`src/rtl/collector_pkg.sv`:
```
// Shared definitions for the result collector: data width, buffer depth, FSM states.
package collector_pkg;
    localparam int DATA_W = 32;
    localparam int DEPTH  = 16;
    localparam int IDX_W  = $clog2(DEPTH);

    typedef enum logic [1:0] {
        IDLE    = 2'd0,
        COLLECT = 2'd1,
        DRAIN   = 2'd2
    } state_e;
endpackage

```
`src/rtl/result_collector_if.sv`:
```
// Kernel-side input stream and consumer-side replay stream of the result collector.
interface result_collector_if;
    import collector_pkg::*;

    logic              in_valid;
    logic              in_ready;
    logic [DATA_W-1:0] in_data;
    logic              out_valid;
    logic              out_ready;
    logic [DATA_W-1:0] out_data;
    logic [IDX_W-1:0]  out_index;

    modport master (
        output in_valid, in_data, out_ready,
        input  in_ready, out_valid, out_data, out_index
    );

    modport slave (
        input  in_valid, in_data, out_ready,
        output in_ready, out_valid, out_data, out_index
    );
endinterface

```
`src/rtl/result_buf.sv`:
```
// DEPTH x DATA_W result storage: synchronous write, combinational read, no reset.
module result_buf #(
    parameter int DATA_W = 32,
    parameter int DEPTH  = 16,
    parameter int IDX_W  = 4
) (
    input  logic              clk,
    input  logic              we,
    input  logic [IDX_W-1:0]  waddr,
    input  logic [DATA_W-1:0] wdata,
    input  logic [IDX_W-1:0]  raddr,
    output logic [DATA_W-1:0] rdata
);
    logic [DATA_W-1:0] mem [DEPTH];

    always_ff @(posedge clk) begin
        if (we) mem[waddr] <= wdata;
    end

    assign rdata = mem[raddr];
endmodule

```
`src/rtl/result_collector.sv`:
```
// Captures n kernel results, then replays them in index order with done/err status.
// Optional RESULT_CHECKSUM_EN adds a modulo-2^DATA_W sum of the captured inputs.
module result_collector
    import collector_pkg::*;
(
    input  logic               clk,
    input  logic               rst,
    input  logic               start,
    input  logic [31:0]        n,
    result_collector_if.slave  bus,
    output logic [IDX_W:0]     count,
    output logic               done,
    output logic               err
`ifdef RESULT_CHECKSUM_EN
    ,
    output logic [DATA_W-1:0]  checksum
`endif
);
    state_e            state_q, state_d;
    logic [IDX_W:0]    count_q, count_d;
    logic [IDX_W:0]    target_q, target_d;
    logic [IDX_W-1:0]  rd_ptr_q, rd_ptr_d;
    logic              done_q, done_d;
    logic              err_q, err_d;
    logic              buf_we;
    logic [DATA_W-1:0] buf_rdata;
    logic [IDX_W:0]    count_inc;
    logic [IDX_W:0]    last_idx;
`ifdef RESULT_CHECKSUM_EN
    logic [DATA_W-1:0] csum_q, csum_d;
`endif

    assign count_inc = count_q + 1'b1;
    assign last_idx  = target_q - 1'b1;

    result_buf #(
        .DATA_W (DATA_W),
        .DEPTH  (DEPTH),
        .IDX_W  (IDX_W)
    ) u_buf (
        .clk   (clk),
        .we    (buf_we),
        .waddr (count_q[IDX_W-1:0]),
        .wdata (bus.in_data),
        .raddr (rd_ptr_q),
        .rdata (buf_rdata)
    );

    always_ff @(posedge clk or negedge rst) begin
        if (!rst) begin
            state_q  <= IDLE;
            count_q  <= '0;
            target_q <= '0;
            rd_ptr_q <= '0;
            done_q   <= 1'b0;
            err_q    <= 1'b0;
`ifdef RESULT_CHECKSUM_EN
            csum_q   <= '0;
`endif
        end else begin
            state_q  <= state_d;
            count_q  <= count_d;
            target_q <= target_d;
            rd_ptr_q <= rd_ptr_d;
            done_q   <= done_d;
            err_q    <= err_d;
`ifdef RESULT_CHECKSUM_EN
            csum_q   <= csum_d;
`endif
        end
    end

    always_comb begin
        state_d       = state_q;
        count_d       = count_q;
        target_d      = target_q;
        rd_ptr_d      = rd_ptr_q;
        done_d        = 1'b0;
        err_d         = err_q;
        buf_we        = 1'b0;
        bus.in_ready  = 1'b0;
        bus.out_valid = 1'b0;
        bus.out_data  = '0;
        bus.out_index = '0;
`ifdef RESULT_CHECKSUM_EN
        csum_d        = csum_q;
`endif
        case (state_q)
            IDLE: begin
                if (start) begin
                    if (n == 32'd0) begin
                        done_d = 1'b1;
                        err_d  = 1'b0;
                    end else if (n > 32'(DEPTH)) begin
                        err_d = 1'b1;
                    end else begin
                        err_d    = 1'b0;
                        count_d  = '0;
                        target_d = n[IDX_W:0];
                        state_d  = COLLECT;
`ifdef RESULT_CHECKSUM_EN
                        csum_d   = '0;
`endif
                    end
                end
            end
            COLLECT: begin
                bus.in_ready = 1'b1;
                if (bus.in_valid) begin
                    buf_we  = 1'b1;
                    count_d = count_inc;
`ifdef RESULT_CHECKSUM_EN
                    csum_d  = csum_q + bus.in_data;
`endif
                    if (count_inc == target_q) begin
                        state_d  = DRAIN;
                        rd_ptr_d = '0;
                    end
                end
            end
            DRAIN: begin
                bus.out_valid = 1'b1;
                bus.out_data  = buf_rdata;
                bus.out_index = rd_ptr_q;
                if (bus.out_ready) begin
                    if ({1'b0, rd_ptr_q} == last_idx) begin
                        state_d  = IDLE;
                        done_d   = 1'b1;
                        rd_ptr_d = '0;
                    end else begin
                        rd_ptr_d = rd_ptr_q + 1'b1;
                    end
                end
            end
            default: state_d = IDLE;
        endcase
    end

    assign count = count_q;
    assign done  = done_q;
    assign err   = err_q;
`ifdef RESULT_CHECKSUM_EN
    assign checksum = csum_q;
`endif
endmodule

```
`src/flat_wrapper.sv`:
```
// flat-port wrapper written by rule: the top's interface ports become plain ports
module result_collector_flat import collector_pkg::*;
  (clk, rst, start, n, count, done, err, bus_in_valid, bus_in_data, bus_out_ready, bus_in_ready, bus_out_valid, bus_out_data, bus_out_index);
  result_collector_if bus_i ();
  input  logic clk;
  input  logic rst;
  input  logic start;
  input  logic [31:0] n;
  output logic [IDX_W:0] count;
  output logic done;
  output logic err;
  input wire logic [$bits(bus_i.in_valid)-1:0] bus_in_valid;
  input wire logic [$bits(bus_i.in_data)-1:0] bus_in_data;
  input wire logic [$bits(bus_i.out_ready)-1:0] bus_out_ready;
  output wire logic [$bits(bus_i.in_ready)-1:0] bus_in_ready;
  output wire logic [$bits(bus_i.out_valid)-1:0] bus_out_valid;
  output wire logic [$bits(bus_i.out_data)-1:0] bus_out_data;
  output wire logic [$bits(bus_i.out_index)-1:0] bus_out_index;
  assign bus_i.in_valid = bus_in_valid;
  assign bus_i.in_data = bus_in_data;
  assign bus_i.out_ready = bus_out_ready;
  assign bus_in_ready = bus_i.in_ready;
  assign bus_out_valid = bus_i.out_valid;
  assign bus_out_data = bus_i.out_data;
  assign bus_out_index = bus_i.out_index;
  result_collector u_core (.clk(clk), .rst(rst), .start(start), .n(n), .bus(bus_i), .count(count), .done(done), .err(err));
endmodule
```
`config.mk`:
```
export PLATFORM = sky130hd
export DESIGN_NAME = result_collector_flat
export DESIGN_NICKNAME = d
export VERILOG_FILES = /design/src/rtl/collector_pkg.sv /design/src/rtl/result_collector_if.sv /design/src/rtl/result_buf.sv /design/src/rtl/result_collector.sv /design/src/flat_wrapper.sv
export SDC_FILE = /design/constraint.sdc
export NUM_CORES = 1
export LEC_CHECK = 0
export CAP_MARGIN = 5
export CORE_MARGIN = 4
export CORE_UTILIZATION = 39
export CTS_BUF_LIST = sky130_fd_sc_hd__clkbuf_8
export CTS_CLUSTER_DIAMETER = 50
export DETAILED_ROUTE_END_ITERATION = 8
export SLEW_MARGIN = 20
export SYNTH_ARGS = -nofsm -noshare
export SYNTH_HDL_FRONTEND = slang
export SYNTH_HIERARCHICAL = 1
export SYNTH_SLANG_ARGS = --single-unit
export TNS_END_PERCENT = 30
```
`constraint.sdc`:
```
create_clock -name clk -period 4 [get_ports clk]
set_clock_uncertainty 0.15 [all_clocks]
set_input_delay 0.8 -clock clk [delete_from_list [all_inputs] [get_ports clk]]
set_output_delay 0.8 -clock clk [all_outputs]
set_load 0.01 [all_outputs]
```
==> results of run 1 <==
-- flip-flops by register name, summed over array words and instances, names as in the netlist --
| register | cells |
|---|---|
| u_core/done | 1 |
| u_core/u_buf/mem | 512 |
| u_core/target_q | 5 |
| u_core/err | 1 |
| u_core/state_q | 2 |
| u_core/count | 5 |
| u_core/rd_ptr_q | 4 |
-- worst max-delay path, cell delays in order, from the launching register on --
cell	delay, ns
dfrtp_4	0.46
buf_6	0.16
buf_16	0.18
buf_4	0.14
mux4_2	0.49
a22oi_2	0.20
nand2_1	0.07
and2_1	0.14
clkdlybuf4s50_1	0.47
-- per-layer routing --
layer	up-vias	GRT usage, %
li1	4492	-
met1	5597	22.9
met4	2	4.67
met2	332	27.4
met3	58	3.94
met5	-	0
-- cells in the final DEF (no fill, tap or decap), types with 6 or more instances in the layout --
cell             netlist  routed
edfxtp_1             512     512
mux4_2               128     128
clkdlybuf4s50_1        0     101
clkbuf_8               0      87
a22oi_1               64      53
nand2_1               45      45
and2_1                37      36
inv_1                  6      32
buf_4                  9      31
clkinv_1               0      22
buf_12                 0      21
dfrtp_1               18      15
nor2_4                 0      13
a22oi_2                0      11
dlymetal6s2s_1         0       9
nand3_1                9       9
clkinv_2               0       7
o21ai_0                7       7
xnor2_1                7       7
buf_16                 0       6
nor4_1                 6       6
-- area by class of cell --
| class | count | area (µm²) | area share, % |
|---|---|---|---|
| sequential | 530 | 15800 | 63.7 |
| timing repair buffer | 173 | 1990 | 8.02 |
| clock buffer | 87 | 1200 | 4.81 |
| antenna | 2 | 5.00 | 0.0201 |
| inverter | 6 | 22.5 | 0.0905 |
| multi-input combinational | 384 | 4700 | 18.9 |
| clock inverter | 62 | 270 | 1.09 |
| tap | 680 | 851 | 3.42 |
-- kinds of logic after synthesis --
kind of cell / count (synthesis) / synth area share [%]
xor+xnor: 11 / 0.468
fa+ha+maj: 3 / 0.182
simple gates: 148 / 3.76
flops: 530 / 76.9
compound gates: 89 / 3.17
mux: 133 / 14.3
buf+inv: 56 / 1.23
-- power breakdown --
| part | internal, W | switching, W |
|---|---|---|
| clock network | 0.00202 | 0.00204 |
| registers | 0.00630 | 0.000139 |
| logic | 0.00139 | 0.00117 |
| total | 0.00970 | 0.00336 |
-- through the flow --
stage	setup slack [ns]	hold slack, ns
floorplan	0.00439	0.354
detailed placement	0.540	0.375
finish	0.0903	0.392
global route	-0.0657	0.444
global placement	0.532	0.367
CTS	-0.00240	0.394
-- how the worst max path moves through the flow --
stage / to / slack, ns
after floorplan: u_core/u_buf/mem[12][0]$_DFFE_PP_ / 0.004
after global placement: bus_out_data[0] / 0.53
after detailed placement: bus_out_data[0] / 0.54
after CTS: bus_out_data[18] / -0.002
after global routing: bus_out_data[31] / -0.07
final: bus_out_data[9] / 0.09
-- timing repair --
item                                    CTS  global route
buffers inserted                          7            11
gates resized for setup                  12            22
hold buffers                              0             0
endpoints found under the setup margin   29            23
cloned                                    3             0
==> results.json, run 1 <==
{
  "finalSetupViolCount": 0,
  "synth_area_leaders": "edfxtp_1, mux4_2, a22oi_1, dfrtp_1, and2_1",
  "r2r_end": "u_core/rd_ptr_q[0]$_DFFE_PN0P_",
  "drt_first_pass_iters": 5,
  "hp-start": "u_core/err$_DFFE_PN0P_",
  "worstMarginPinSlew_ns": 0.951,
  "cts_tree": "yes",
  "synthCells": 970,
  "synth-main-ff-cell": "edfxtp_1",
  "drc": 0,
  "row_count": 83,
  "drive_above_1_share_pct": 26.7,
  "antenna_found_initial": 2,
  "synth.top_cell.area_share_pct": 74.7,
  "dpl.hpwl_um": 24700,
  "hold_viol_final": 0,
  "die_x_um": 238,
  "synth-edff-count": 512,
  "drv_cap": 0,
  "drtAntennaViolNets": 0,
  "dp.cells": 1752,
  "power.total_w": 0.0131,
  "rr_worst_depth": 6,
  "grt_pass1_vias": 10900,
  "rsz0062_at_grt": "yes",
  "slew_headroom_pct": 36.4,
  "p_per_area_mw_per_mm2": 525,
  "startpoint_type": "flop",
  "ys_warn_count": 6,
  "m1WireLength_um": 20400,
  "crit_arrival_ns": 2.96,
  "dieArea_mm2": 0.0565,
  "rr_startpoint": "u_core/count[0]$_DFFE_PN0P_",
  "cp.required_ns": 3.05,
  "start_util_pct": 39.7,
  "ctsRootBufferMaster": "clkbuf_8",
  "place.gp.congestion": 0.723,
  "grt_pass1_wl_um": 70700,
  "synth.distinct_cells": 47,
  "period_share_pct": 97.7,
  "die_h_um": 238,
  "fmax_mhz": 256,
  "nets": 1251,
  "synth_common_cells": "edfxtp_1, mux4_2, a22oi_1",
  "criticalPathCategory": "flop to output pin",
  "worstSkewPairLatency_ns": 0.63,
  "ys_seq_elements": 530,
  "fillers": 4226,
  "outcome": "complete, no violations",
  "routed_wirelength_um": 47500,
  "dpl_cell_area_mm2": 0.0230,
  "path_clk_slew_ns": 0.06,
  "met2_length_um": 23400,
  "holdPathEnd": "u_core/err$_DFFE_PN0P_",
  "vias_per_cell": 5.45,
  "final_cells": 1924,
  "crit_start": "u_core/rd_ptr_q[0]$_DFFE_PN0P_",
  "grt_overflow_total": 0,
  "leakage_nw": 8.01,
  "numPortBuffers": 113,
  "final_max_slew_viol_count": 0,
  "synthToLayoutAreaGrowth_pct": 20.9,
  "highest_layer": "met5",
  "synth_most_common_cell": "edfxtp_1",
  "synth_area_leader_cell": "edfxtp_1",
  "syn_avg_cell_area_um2": 21.2,
  "drt-initial-drc-count": 716,
  "syn_nets": 1042,
  "min_path_type": "flop to flop",
  "min_delay_path_depth": 2,
  "htreeDepth": 3,
  "postLayoutCoreUtil_pct": 48.0,
  "yosysSeqAreaShare_pct": 76.9,
  "grtUsageTotal_pct": 16.8,
  "r2r_slack_ns": 1.20,
  "crit_fanout": 16,
  "top_level_ports": 114,
  "async_flop_share_pct": 3.40,
  "grt_max_degree": 39,
  "core-area_mm2": 0.0518,
  "tns_ns": 0,
  "numCtsBuffers": 84,
  "ir_drop_v": 0.000233,
  "cts_sinks": 530,
  "period_needed_ns": 3.91,
  "met3_length_um": 3130,
  "end_kind": "output pin",
  "num_vias": 10500,
  "clockBufferDepth": 3,
  "netlist_area_mm2": 0.0206,
  "wl_per_cell_um": 24.7,
  "fin_area_mm2": 0.0249
}
Note: power is estimated with default switching activity, not from simulation.
==> run 2, diff against run 1 <==
--- a/config.mk
+++ b/config.mk
@@ -5,12 +5,13 @@
 export SDC_FILE = /design/constraint.sdc
 export NUM_CORES = 1
 export LEC_CHECK = 0
+export ABC_AREA = 1
 export CAP_MARGIN = 5
-export CORE_MARGIN = 4
 export CORE_UTILIZATION = 39
 export CTS_BUF_LIST = sky130_fd_sc_hd__clkbuf_8
 export CTS_CLUSTER_DIAMETER = 50
 export DETAILED_ROUTE_END_ITERATION = 8
+export REMOVE_ABC_BUFFERS = 1
 export SLEW_MARGIN = 20
 export SYNTH_ARGS = -nofsm -noshare
 export SYNTH_HDL_FRONTEND = slang
==> run 2 against run 1 <==
  * Die area is 9.2% higher
  * Area after synthesis increased by 15%
  * Clock power grew 3%
  * First-iteration DRC count rose by 93%
  * Via count rose by 59%
  * Worst setup slack improved by 0.034 ns
  * Final cell count grew 74%
==> results.json, run 2 <==
{
  "synth_area_leaders": "edfxtp_1, nand2_1, nand3_1, inv_1, dfrtp_1",
  "grtUsageTotal_pct": 19.9,
  "layout_common_cells": "nand2_1, edfxtp_1, inv_1, nand3_1, clkdlybuf4s50_1",
  "p_per_area_mw_per_mm2": 390,
  "clkPwrFrac_pct": 39.1,
  "final_common_cell": "nand2_1",
  "grt_max_degree": 102,
  "synth_common_cells": "nand2_1, edfxtp_1, inv_1",
  "netlist_area_mm2": 0.0237,
  "path_clk_slew_ns": 0.06,
  "fin_ws_ns": 0.125,
  "drtAntennaViolNets": 0,
  "leakage_nw": 11.7,
  "routed_wirelength_um": 61400,
  "hold_viol_final": 0,
  "final_max_slew_viol_count": 0,
  "ys_warn_count": 6,
  "drt-initial-drc-count": 1381,
  "vias_per_cell": 4.96,
  "nets": 2585,
  "rsz0062_at_grt": "yes",
  "synth-main-ff-cell": "edfxtp_1",
  "p_int_w": 0.00830,
  "yosysSeqAreaShare_pct": 66.9,
  "seqPwrFrac_pct": 57.6,
  "synth_most_common_cell": "nand2_1",
  "grt_pass1_wl_um": 91900,
  "hold_buffers": 0,
  "post-place-ws_ns": 0.621,
  "start_util_pct": 39.8,
  "ir_drop_v": 0.000197,
  "drv_cap": 0,
  "end_kind": "output pin",
  "crit_fanout": 81,
  "dpl_cell_area_mm2": 0.0258,
  "slew_headroom_pct": 41.9,
  "drt_first_pass_iters": 7,
  "synth.distinct_cells": 31,
  "outcome": "complete, no violations",
  "synth-edff-count": 512,
  "dpl.hpwl_um": 32400,
  "switching_share_pct": 22.3,
  "cp.required_ns": 3.05,
  "largest_register_ffs": 512,
  "period_share_pct": 96.9,
  "finalSetupViolCount": 0,
  "grt_pass1_vias": 15900,
  "period_needed_ns": 3.88,
  "min_path_type": "flop to flop",
  "synth_area_leader_cell": "edfxtp_1",
  "drive_above_1_share_pct": 7.76,
  "htreeDepth": 3,
  "tns_ns": 0,
  "cts_tree": "yes",
  "numCtsBuffers": 86,
  "ys_seq_elements": 530,
  "synthCells": 2363,
  "fin_area_mm2": 0.0274,
  "synth.top_cell.area_share_pct": 65.0,
  "die_h_um": 248,
  "top_level_ports": 114,
  "startpoint_type": "flop",
  "worstMarginPinSlew_ns": 0.869,
  "grt_overflow_total": 0,
  "dieArea_mm2": 0.0617,
  "async_flop_share_pct": 3.40,
  "crit_arrival_ns": 2.93,
  "syn_avg_cell_area_um2": 10.0,
  "wl_per_cell_um": 18.3,
  "drc": 0,
  "place.gp.congestion": 0.786,
  "cts_sinks": 530,
  "worstSkewPairLatency_ns": 0.67,
  "antenna_found_initial": 2,
  "fmax_mhz": 258,
  "ctsRootBufferMaster": "clkbuf_8",
  "numPortBuffers": 113,
  "regMostFlops": "u_core/u_buf/mem",
  "p_comb_share_pct": 3.3,
  "core-area_mm2": 0.0595,
  "criticalPathCategory": "flop to output pin",
  "row_count": 89,
  "die_x_um": 248,
  "clockBufferDepth": 3,
  "p_sw_w": 0.00239,
  "synthToLayoutAreaGrowth_pct": 15.9,
  "num_vias": 16600
}
==> run 2: cell types whose count changed after synthesis, moves of 29 or more <==
cell / before / now
buf_6: 0 / 29
buf_2: 7 / 42
mux4_2: 128 / 0
inv_1: 6 / 442
a22oi_1: 64 / 0
and2_1: 37 / 0
nand3_1: 9 / 400
nand2_1: 45 / 748
nor2_1: 18 / 82
==> run 2: worst paths after layout <==
check / to / cells past startpoint / start / slack [ns]
worst max-delay path: bus_out_data[18] / 10 / u_core/rd_ptr_q[0]$_DFFE_PN0P_ / 0.12
worst min-delay path: u_core/err$_DFFE_PN0P_ / 1 / u_core/err$_DFFE_PN0P_ / 0.38
worst max register to register: u_core/u_buf/mem[11][28]$_DFFE_PP_ / 6 / u_core/state_q[1]$_DFFE_PN0P_ / 1.31
worst min register to register: u_core/err$_DFFE_PN0P_ / 1 / u_core/err$_DFFE_PN0P_ / 0.38
max in group asynchronous: u_core/rd_ptr_q[0]$_DFFE_PN0P_ / 1 / rst / 2.57
min in group asynchronous: u_core/count[4]$_DFFE_PN0P_ / 1 / rst / 0.47
==> run 2: layout make-up <==
class	count	area [µm²]
antenna	1	2.50
clock buffer	89	1220
clock inverter	63	269
fill	5584	32000
inverter	447	1710
multi-input combinational	1277	5570
sequential	530	15800
tap	773	967
timing repair buffer	171	1850
==> run 2: per-stage QoR <==
stage / hold WS, ns / std cells / util [%] / total power (W)
after floorplan: 0.335 / 2254 / - / 0.00637
after global routing: 0.408 / 3351 / 46.1 / 0.0111
final: 0.379 / 3351 / 46.1 / 0.0107
after detailed placement: 0.355 / 3193 / 43.4 / 0.00662
after global placement: 0.343 / 3193 / 43.4 / 0.00661
after CTS: 0.380 / 3346 / 46.0 / 0.0108
==> run 2: what timing repair did <==
| item | in CTS | in global routing |
|---|---|---|
| gates cloned | 1 | 2 |
| endpoints found under the setup margin | 6 | 26 |
| setup buffers | 0 | 2 |
| resized for setup | 3 | 6 |
| endpoints found under the hold margin | 0 | 0 |
==> run 2: logic make-up after synthesis <==
kind of cell               after synthesis  share of synthesized area (%)
adders and majority gates                3                          0.159
and+or+nand+nor                       1249                           22.2
muxes                                    1                         0.0476
buffers and inverters                  556                           10.1
AOI/OAI and AO/OA                       22                          0.534
DFF                                    530                           66.9
xor gates and xnor gates                 2                         0.0740
==> run 2: power by group through the flow <==
| stage | Sequential, W | Combinational [W] | Clock, W |
|---|---|---|---|
| 6_report | 0.00616 | 0.000357 | 0.00418 |
| 3_5_place_dp | 0.00627 | 0.000354 | 0 |
| 5_1_grt | 0.00616 | 0.000394 | 0.00451 |
| 4_1_cts | 0.00615 | 0.000356 | 0.00427 |
| 3_3_place_gp | 0.00627 | 0.000345 | 0 |
| 2_1_floorplan | 0.00626 | 0.000112 | 0 |
==> run 2: per-layer routing <==
layer	global-route usage (%)	vias up	wire length [µm]
met2	31.9	662	28600
met4	7.51	2	1590
met5	0	-	9
met1	27.2	7976	26600
met3	3.42	114	4560
li1	-	7883	-
==> run 2: critical path, cell delays in order, from the launching register on <==
cell	delay, ns
dfrtp_4	0.56
buf_12	0.36
nand2_1	0.09
nand2_1	0.09
nand2_1	0.05
nand3_1	0.09
nand3_1	0.12
nand2_1	0.12
inv_1	0.04
nor2_1	0.12
clkdlybuf4s50_1	0.57
